===== config.mk =====
export PLATFORM = sky130hd
export DESIGN_NAME = hart_mem_arbiter_flat
export DESIGN_NICKNAME = d
export VERILOG_FILES = /design/src/rtl/hart_mem_arbiter_if.sv /design/src/rtl/hart_mem_arbiter.sv /design/src/flat_wrapper.sv
export SDC_FILE = /design/constraint.sdc
export NUM_CORES = 1
export LEC_CHECK = 0
export BUFFER_PORTS_ARGS = -buffer_cell sky130_fd_sc_hd__clkbuf_2
export CORE_AREA = 2 2 105 107
export CTS_BUF_LIST = sky130_fd_sc_hd__clkbuf_16
export DETAILED_ROUTE_END_ITERATION = 10
export DIE_AREA = 0 0 107 109
export PLACE_DENSITY = 0.74
export SYNTH_ARGS = -nofsm -noshare
export SYNTH_HDL_FRONTEND = slang
export SYNTH_SLANG_ARGS = --single-unit

===== constraint.sdc =====
create_clock -name i_clk -period 7.4 [get_ports i_clk]
set_input_delay 1.48 -clock i_clk [delete_from_list [all_inputs] [get_ports i_clk]]
set_output_delay 1.48 -clock i_clk [all_outputs]
set_load 0.05 [all_outputs]

===== src/rtl/hart_mem_arbiter_if.sv =====
// rtl/hart_mem_arbiter_if.sv - HART-side and memory-side signal bundle for the IC/DM memory arbiter.
// The i_DM_atomic signal exists only when ARB_ATOMIC_LOCK_EN is defined.
interface hart_mem_arbiter_if #(
  parameter int XLEN = 32
);
  logic            i_IC_DataReq;
  logic [XLEN-1:0] i_IC_Addr;
  logic            o_IC_MemReady;
  logic [XLEN-1:0] o_IC_Instr;

  logic            i_DM_MemRead;
  logic            i_DM_Wen;
  logic [XLEN-1:0] i_DM_Addr;
  logic [XLEN-1:0] i_DM_Wd;
  logic [2:0]      i_DM_f3;
`ifdef ARB_ATOMIC_LOCK_EN
  logic            i_DM_atomic;
`endif
  logic            o_DM_data_ready;
  logic [XLEN-1:0] o_DM_ReadData;

  logic            o_MEM_req;
  logic            o_MEM_we;
  logic [XLEN-1:0] o_MEM_addr;
  logic [XLEN-1:0] o_MEM_wdata;
  logic [2:0]      o_MEM_f3;
  logic            i_MEM_ready;
  logic [XLEN-1:0] i_MEM_rdata;

  // The arbiter masters the shared memory bus and serves both HART ports.
  modport master (
    input  i_IC_DataReq, i_IC_Addr,
    output o_IC_MemReady, o_IC_Instr,
    input  i_DM_MemRead, i_DM_Wen, i_DM_Addr, i_DM_Wd, i_DM_f3,
`ifdef ARB_ATOMIC_LOCK_EN
    input  i_DM_atomic,
`endif
    output o_DM_data_ready, o_DM_ReadData,
    output o_MEM_req, o_MEM_we, o_MEM_addr, o_MEM_wdata, o_MEM_f3,
    input  i_MEM_ready, i_MEM_rdata
  );

  modport slave (
    output i_IC_DataReq, i_IC_Addr,
    input  o_IC_MemReady, o_IC_Instr,
    output i_DM_MemRead, i_DM_Wen, i_DM_Addr, i_DM_Wd, i_DM_f3,
`ifdef ARB_ATOMIC_LOCK_EN
    output i_DM_atomic,
`endif
    input  o_DM_data_ready, o_DM_ReadData,
    input  o_MEM_req, o_MEM_we, o_MEM_addr, o_MEM_wdata, o_MEM_f3,
    output i_MEM_ready, i_MEM_rdata
  );
endinterface


===== src/rtl/hart_mem_arbiter.sv =====
// rtl/hart_mem_arbiter.sv - Round-robin arbiter sharing one memory bus between HART IC and DM ports.
// Optional atomic DM lock enabled by defining ARB_ATOMIC_LOCK_EN.
module hart_mem_arbiter #(
  parameter int XLEN = 32
`ifdef ARB_ATOMIC_LOCK_EN
  , parameter int LOCK_TIMEOUT = 16
`endif
) (
  input  logic                 i_clk,
  input  logic                 i_rst,
  hart_mem_arbiter_if.master   bus
);
  typedef enum logic [1:0] {IDLE, IC_BUSY, DM_BUSY} state_e;

  state_e          state_q, state_d;
  logic            rr_q, rr_d;          // 0: IC wins a tie, 1: DM wins a tie
  logic [1:0]      cool_q, cool_d;      // bit0 IC, bit1 DM
  logic            we_q, we_d;
  logic [XLEN-1:0] addr_q, addr_d;
  logic [XLEN-1:0] wdata_q, wdata_d;
  logic [2:0]      f3_q, f3_d;

  logic ic_req, dm_req, ic_elig, dm_elig, grant_ic, grant_dm, lock_eff;

  assign ic_req   = bus.i_IC_DataReq;
  assign dm_req   = bus.i_DM_MemRead | bus.i_DM_Wen;
  assign ic_elig  = ic_req & ~cool_q[0] & ~lock_eff;
  assign dm_elig  = dm_req & ~cool_q[1];
  assign grant_ic = ic_elig & (~dm_elig | ~rr_q);
  assign grant_dm = dm_elig & (~ic_elig | rr_q);

`ifdef ARB_ATOMIC_LOCK_EN
  logic       lock_q, lock_d;
  logic [4:0] cnt_q, cnt_d;

  // Lock lapses in the same cycle the DM side drops atomic or the idle budget runs out.
  assign lock_eff = lock_q & bus.i_DM_atomic & (cnt_q < 5'(LOCK_TIMEOUT));

  always_comb begin
    lock_d = lock_q;
    cnt_d  = cnt_q;
    if (state_q == IDLE) begin
      if (grant_dm) begin
        lock_d = bus.i_DM_atomic;
        cnt_d  = '0;
      end else begin
        lock_d = lock_eff;
        if (!lock_eff || dm_req) begin
          cnt_d = '0;
        end else begin
          cnt_d = cnt_q + 5'd1;
        end
      end
    end
  end

  always_ff @(posedge i_clk or posedge i_rst) begin
    if (i_rst) begin
      lock_q <= 1'b0;
      cnt_q  <= '0;
    end else begin
      lock_q <= lock_d;
      cnt_q  <= cnt_d;
    end
  end
`else
  assign lock_eff = 1'b0;
`endif

  always_comb begin
    state_d = state_q;
    rr_d    = rr_q;
    cool_d  = cool_q;
    we_d    = we_q;
    addr_d  = addr_q;
    wdata_d = wdata_q;
    f3_d    = f3_q;
    case (state_q)
      IDLE: begin
        cool_d = 2'b00;
        if (grant_ic) begin
          state_d = IC_BUSY;
          we_d    = 1'b0;
          addr_d  = bus.i_IC_Addr;
          wdata_d = '0;
          f3_d    = 3'b010;
        end else if (grant_dm) begin
          state_d = DM_BUSY;
          we_d    = bus.i_DM_Wen;
          addr_d  = bus.i_DM_Addr;
          wdata_d = bus.i_DM_Wd;
          f3_d    = bus.i_DM_f3;
        end
      end
      IC_BUSY: begin
        if (bus.i_MEM_ready) begin
          state_d = IDLE;
          rr_d    = 1'b1;
          cool_d  = 2'b01;
        end
      end
      DM_BUSY: begin
        if (bus.i_MEM_ready) begin
          state_d = IDLE;
          rr_d    = 1'b0;
          cool_d  = 2'b10;
        end
      end
      default: state_d = IDLE;
    endcase
  end

  always_ff @(posedge i_clk or posedge i_rst) begin
    if (i_rst) begin
      state_q <= IDLE;
      rr_q    <= 1'b0;
      cool_q  <= 2'b00;
      we_q    <= 1'b0;
      addr_q  <= '0;
      wdata_q <= '0;
      f3_q    <= 3'b000;
    end else begin
      state_q <= state_d;
      rr_q    <= rr_d;
      cool_q  <= cool_d;
      we_q    <= we_d;
      addr_q  <= addr_d;
      wdata_q <= wdata_d;
      f3_q    <= f3_d;
    end
  end

  assign bus.o_MEM_req       = (state_q != IDLE);
  assign bus.o_MEM_we        = we_q;
  assign bus.o_MEM_addr      = addr_q;
  assign bus.o_MEM_wdata     = wdata_q;
  assign bus.o_MEM_f3        = f3_q;
  assign bus.o_IC_MemReady   = (state_q == IC_BUSY) & bus.i_MEM_ready;
  assign bus.o_DM_data_ready = (state_q == DM_BUSY) & bus.i_MEM_ready;
  assign bus.o_IC_Instr      = bus.i_MEM_rdata;
  assign bus.o_DM_ReadData   = bus.i_MEM_rdata;
endmodule

===== src/flat_wrapper.sv =====
// flat-port wrapper written by rule: the top's interface ports become plain ports
module hart_mem_arbiter_flat 
#(
  parameter int XLEN = 32

)
  (i_clk, i_rst, bus_i_IC_DataReq, bus_i_IC_Addr, bus_o_IC_MemReady, bus_o_IC_Instr, bus_i_DM_MemRead, bus_i_DM_Wen, bus_i_DM_Addr, bus_i_DM_Wd, bus_i_DM_f3, bus_o_DM_data_ready, bus_o_DM_ReadData, bus_o_MEM_req, bus_o_MEM_we, bus_o_MEM_addr, bus_o_MEM_wdata, bus_o_MEM_f3, bus_i_MEM_ready, bus_i_MEM_rdata);
  hart_mem_arbiter_if #(.XLEN(XLEN)) bus_i ();
  input  logic i_clk;
  input  logic i_rst;
  input wire logic [$bits(bus_i.i_IC_DataReq)-1:0] bus_i_IC_DataReq;
  input wire logic [$bits(bus_i.i_IC_Addr)-1:0] bus_i_IC_Addr;
  output wire logic [$bits(bus_i.o_IC_MemReady)-1:0] bus_o_IC_MemReady;
  output wire logic [$bits(bus_i.o_IC_Instr)-1:0] bus_o_IC_Instr;
  input wire logic [$bits(bus_i.i_DM_MemRead)-1:0] bus_i_DM_MemRead;
  input wire logic [$bits(bus_i.i_DM_Wen)-1:0] bus_i_DM_Wen;
  input wire logic [$bits(bus_i.i_DM_Addr)-1:0] bus_i_DM_Addr;
  input wire logic [$bits(bus_i.i_DM_Wd)-1:0] bus_i_DM_Wd;
  input wire logic [$bits(bus_i.i_DM_f3)-1:0] bus_i_DM_f3;
  output wire logic [$bits(bus_i.o_DM_data_ready)-1:0] bus_o_DM_data_ready;
  output wire logic [$bits(bus_i.o_DM_ReadData)-1:0] bus_o_DM_ReadData;
  output wire logic [$bits(bus_i.o_MEM_req)-1:0] bus_o_MEM_req;
  output wire logic [$bits(bus_i.o_MEM_we)-1:0] bus_o_MEM_we;
  output wire logic [$bits(bus_i.o_MEM_addr)-1:0] bus_o_MEM_addr;
  output wire logic [$bits(bus_i.o_MEM_wdata)-1:0] bus_o_MEM_wdata;
  output wire logic [$bits(bus_i.o_MEM_f3)-1:0] bus_o_MEM_f3;
  input wire logic [$bits(bus_i.i_MEM_ready)-1:0] bus_i_MEM_ready;
  input wire logic [$bits(bus_i.i_MEM_rdata)-1:0] bus_i_MEM_rdata;
  assign bus_i.i_IC_DataReq = bus_i_IC_DataReq;
  assign bus_i.i_IC_Addr = bus_i_IC_Addr;
  assign bus_o_IC_MemReady = bus_i.o_IC_MemReady;
  assign bus_o_IC_Instr = bus_i.o_IC_Instr;
  assign bus_i.i_DM_MemRead = bus_i_DM_MemRead;
  assign bus_i.i_DM_Wen = bus_i_DM_Wen;
  assign bus_i.i_DM_Addr = bus_i_DM_Addr;
  assign bus_i.i_DM_Wd = bus_i_DM_Wd;
  assign bus_i.i_DM_f3 = bus_i_DM_f3;
  assign bus_o_DM_data_ready = bus_i.o_DM_data_ready;
  assign bus_o_DM_ReadData = bus_i.o_DM_ReadData;
  assign bus_o_MEM_req = bus_i.o_MEM_req;
  assign bus_o_MEM_we = bus_i.o_MEM_we;
  assign bus_o_MEM_addr = bus_i.o_MEM_addr;
  assign bus_o_MEM_wdata = bus_i.o_MEM_wdata;
  assign bus_o_MEM_f3 = bus_i.o_MEM_f3;
  assign bus_i.i_MEM_ready = bus_i_MEM_ready;
  assign bus_i.i_MEM_rdata = bus_i_MEM_rdata;
  hart_mem_arbiter #(.XLEN(XLEN)) u_core (.i_clk(i_clk), .i_rst(i_rst), .bus(bus_i));
endmodule

==> impl_metrics.toml <==
[power_and_ir_drop]
p_leak_nw = 2.409
powerDensity_nw_per_um2 = 558.0
vdd_drop_max_v = 0.0003065

[sta]
fin_crit_sh_pct = 47.40
tns_ns = 0
setup_viol = 0
timing.final.ws_setup_ns = 3.892
relSlewSlack_pct = 36.65
hold_ws_ns = 0.4868
rsz0062_at_grt = "no"
worstMarginPinSlew_ns = 0.9503
min_period_ns = 3.508
maxSlewViolCount = 0
skew_ns = 0.005852
max_freq_ghz = 0.2851
hold_viol_final = 0

[place]
dp_hpwl_um = 5714
dp_slack_ns = 3.888
placed_cell_area_sq_um = 4084
gp_congestion = 0.7649
dpl.cell_count = 557
io_buffers = 175

[cts]
cts_hold_buf = 0
cts_tree = "yes"
cts_made_buffers = 9
clk_pin_slew_ns = 0.06
clkLatencyLatePin_ns = 0.32
cts_sinks = 73
post_cts_resized = 0
cts_setup_buffers = 0
htreeDepth = 3
clock-root-buffer = "clkbuf_16"
cts_buffer_depth = 2

[logic_synthesis]
synth_seq_cells = 73
ys_types = 26
synth.cell_area_sq_um = 3600
yosysSeqAreaShare_pct = 50.75
synth_nets = 465
synthTopCellsByArea = "dfrtp_1 51%, buf_4 14%, mux2i_1 8.9%"
synth_top_area_cell = "dfrtp_1"
netlist.area_leader.share_pct = 50.75
netlist_instances = 323
yosys_warnings = 0
syn_avg_cell_area_sq_um = 11.14

[drt]
vias = 2638
drt_pass1_iterations = 4
remaining_drc_errors = 0
drt_iter0_markers = 118
postRouteAntennaNets = 0
drt-vias-per-instance = 4.604
wl_um = 7717
routedWlPerCell_um = 13.47

[job]
maxCapViolCount = 0

[critical_path]
cp.depth = 3
crit_type = "in -> out"
crit_chain = "clkbuf_2 > and2_1 > clkbuf_2"
endpoint = "bus_o_IC_MemReady"
crit_start = "bus_i_MEM_ready"
crit_required_ns = 5.92
crit_family = "buffers and inverters"
critPathMaxStageDelay_ns = 0.28
r2r-start = "u_core.state_q[0]"
cp_max_fo = 6
cp-start-kind = "primary input"
rr_endpoint = "u_core.bus.o_MEM_wdata[24]"
reg2regPathDepth = 6
worstPathArrival_ns = 2.03
ff2ff_setup_slack_ns = 5.02
cp-end-kind = "primary output"
cp_slowest_cell = "clkbuf_2"
cp.buffers_inverters = 2
crit_top_cell = "clkbuf_2"

[global_route]
overflow = 0
antenna_found_initial = 0
grtUsageTotal_pct = 13.44
grt_pass1_wl_um = 12330
grt_pass1_vias = 2533
grt_max_degree = 102

[die]
die_area_sq_um = 11660
io_pins = 272
die_h_um = 109
core_area_sq_um = 10600
placement_rows = 38
die_x_um = 107
initial_core_util_pct = 33.95

[finish]
drive_gt1_share_pct = 46.19
syn_to_final_growth_pct = 21.65
nNetsFinal = 570
fin_area_sq_um = 4379
layout.cells.non_filler = 573
fill_cells = 1021
antennaDiodeCount = 0

[min_path]
hp-class = "reg -> reg"

[run_status]
status = "completed"
## registers in the layout (all words and copies together), names as in the netlist
name,flops
u_core.state_q,2
u_core.cool_q,2
u_core.bus.o_MEM_addr,32
u_core.rr_q,1
u_core.bus.o_MEM_we,1
u_core.bus.o_MEM_f3,3
u_core.bus.o_MEM_wdata,32
## where the power goes
group	internal (W)	switching [W]	leakage, nW
clock	0.000260	0.000164	0.135
sequential	0.000586	0.000106	0.913
combinational	0.000353	0.000975	1.36
total	0.00120	0.00124	2.41
## layout by cell type (no fill, tap or decap)
cell	netlist	final
nand2b_4	1	1
dfrtp_1	73	73
o32a_1	1	1
a22o_1	35	35
o21bai_4	1	2
ha_1	5	5
o22ai_1	1	1
nor2b_4	1	1
bufinv_16	0	1
nor2b_1	4	4
clkbuf_16	0	9
o21ai_1	32	32
clkinv_2	0	2
mux2_2	1	1
nand2b_1	1	1
inv_2	1	1
mux2i_1	32	32
and2_1	2	2
buf_4	69	2
o32ai_1	1	1
inv_6	0	1
a21o_4	0	1
nor2_1	6	6
clkbuf_2	0	175
inv_1	5	4
clkinv_1	0	1
clkinvlp_4	0	3
a21oi_1	3	3
nand2_1	32	32
## metal layers
layer | vias up | global-route usage (%) | share of wire, % | wire length (um)
li1 | 1258 | - | - | -
met1 | 1234 | 15.66 | 40 | 3071
met2 | 129 | 23.34 | 50 | 3850
met3 | 17 | 4.603 | 9.0 | 695
met4 | 0 | 4.267 | 1.3 | 99
met5 | - | 0 | 0 | 0
## kinds of logic after synthesis
family          synth area share [%]
buf+inv                        17.34
fa+ha+maj                      1.738
compound gates                 15.02
mux                            9.211
flops                          50.75
simple gates                   5.944
## how the worst min path moves through the flow
stage | start | end | slack (ns) | depth (start not counted)
2_1_floorplan | u_core.cool_q[0] | u_core.cool_q[0] | 0.47 | 1
3_5_place_dp | u_core.bus.o_MEM_addr[9] | u_core.bus.o_MEM_addr[9] | 0.48 | 2
3_3_place_gp | u_core.bus.o_MEM_addr[9] | u_core.bus.o_MEM_addr[9] | 0.47 | 2
6_report | u_core.bus.o_MEM_addr[2] | u_core.bus.o_MEM_addr[2] | 0.49 | 2
5_1_grt | u_core.bus.o_MEM_addr[9] | u_core.bus.o_MEM_addr[9] | 0.52 | 2
4_1_cts | u_core.bus.o_MEM_addr[9] | u_core.bus.o_MEM_addr[9] | 0.49 | 2
## Yosys cell counts
library cell	number
dfrtp_1	73
nand2_1	32
buf_6	4
nand2b_4	1
buf_4	69
inv_2	1
nor2b_4	1
buf_2	1
nand2b_1	1
nor2_1	6
a21o_1	1
a21oi_1	3
o21bai_4	1
o32ai_1	1
inv_1	5
o21ai_1	32
mux2i_1	32
clkbuf_1	9
mux2_2	1
and2_1	2
o32a_1	1
o21bai_1	1
ha_1	5
a22o_1	35
nor2b_1	4
o22ai_1	1
## area by class of cell
type                    instances  area [sq um]  share of cell area, %
flip-flops and latches         73          1827                  41.71
multi-input cells             161          1167                  26.66
repair buffers                177         890.9                  20.34
clock buffers                   9         225.2                  5.143
well taps                     140         175.2                  4.000
clock inverters                 7         70.07                  1.600
inverters                       6         23.77                 0.5429
## tightest hold or removal path: stages (launching register included)
cell     delay [ns]
dfrtp_1        0.34
nand2_1        0.05
o21ai_1        0.06
## per-stage QoR
step | utilization, % | power (W)
finish | 41.30 | 0.002443
global route | 41.30 | 0.002601
CTS | 41.30 | 0.002479
detailed placement | 38.52 | 0.002045
global placement | 38.52 | 0.002010
floorplan | - | 0.001858
Power figures use the tool's default switching activity.
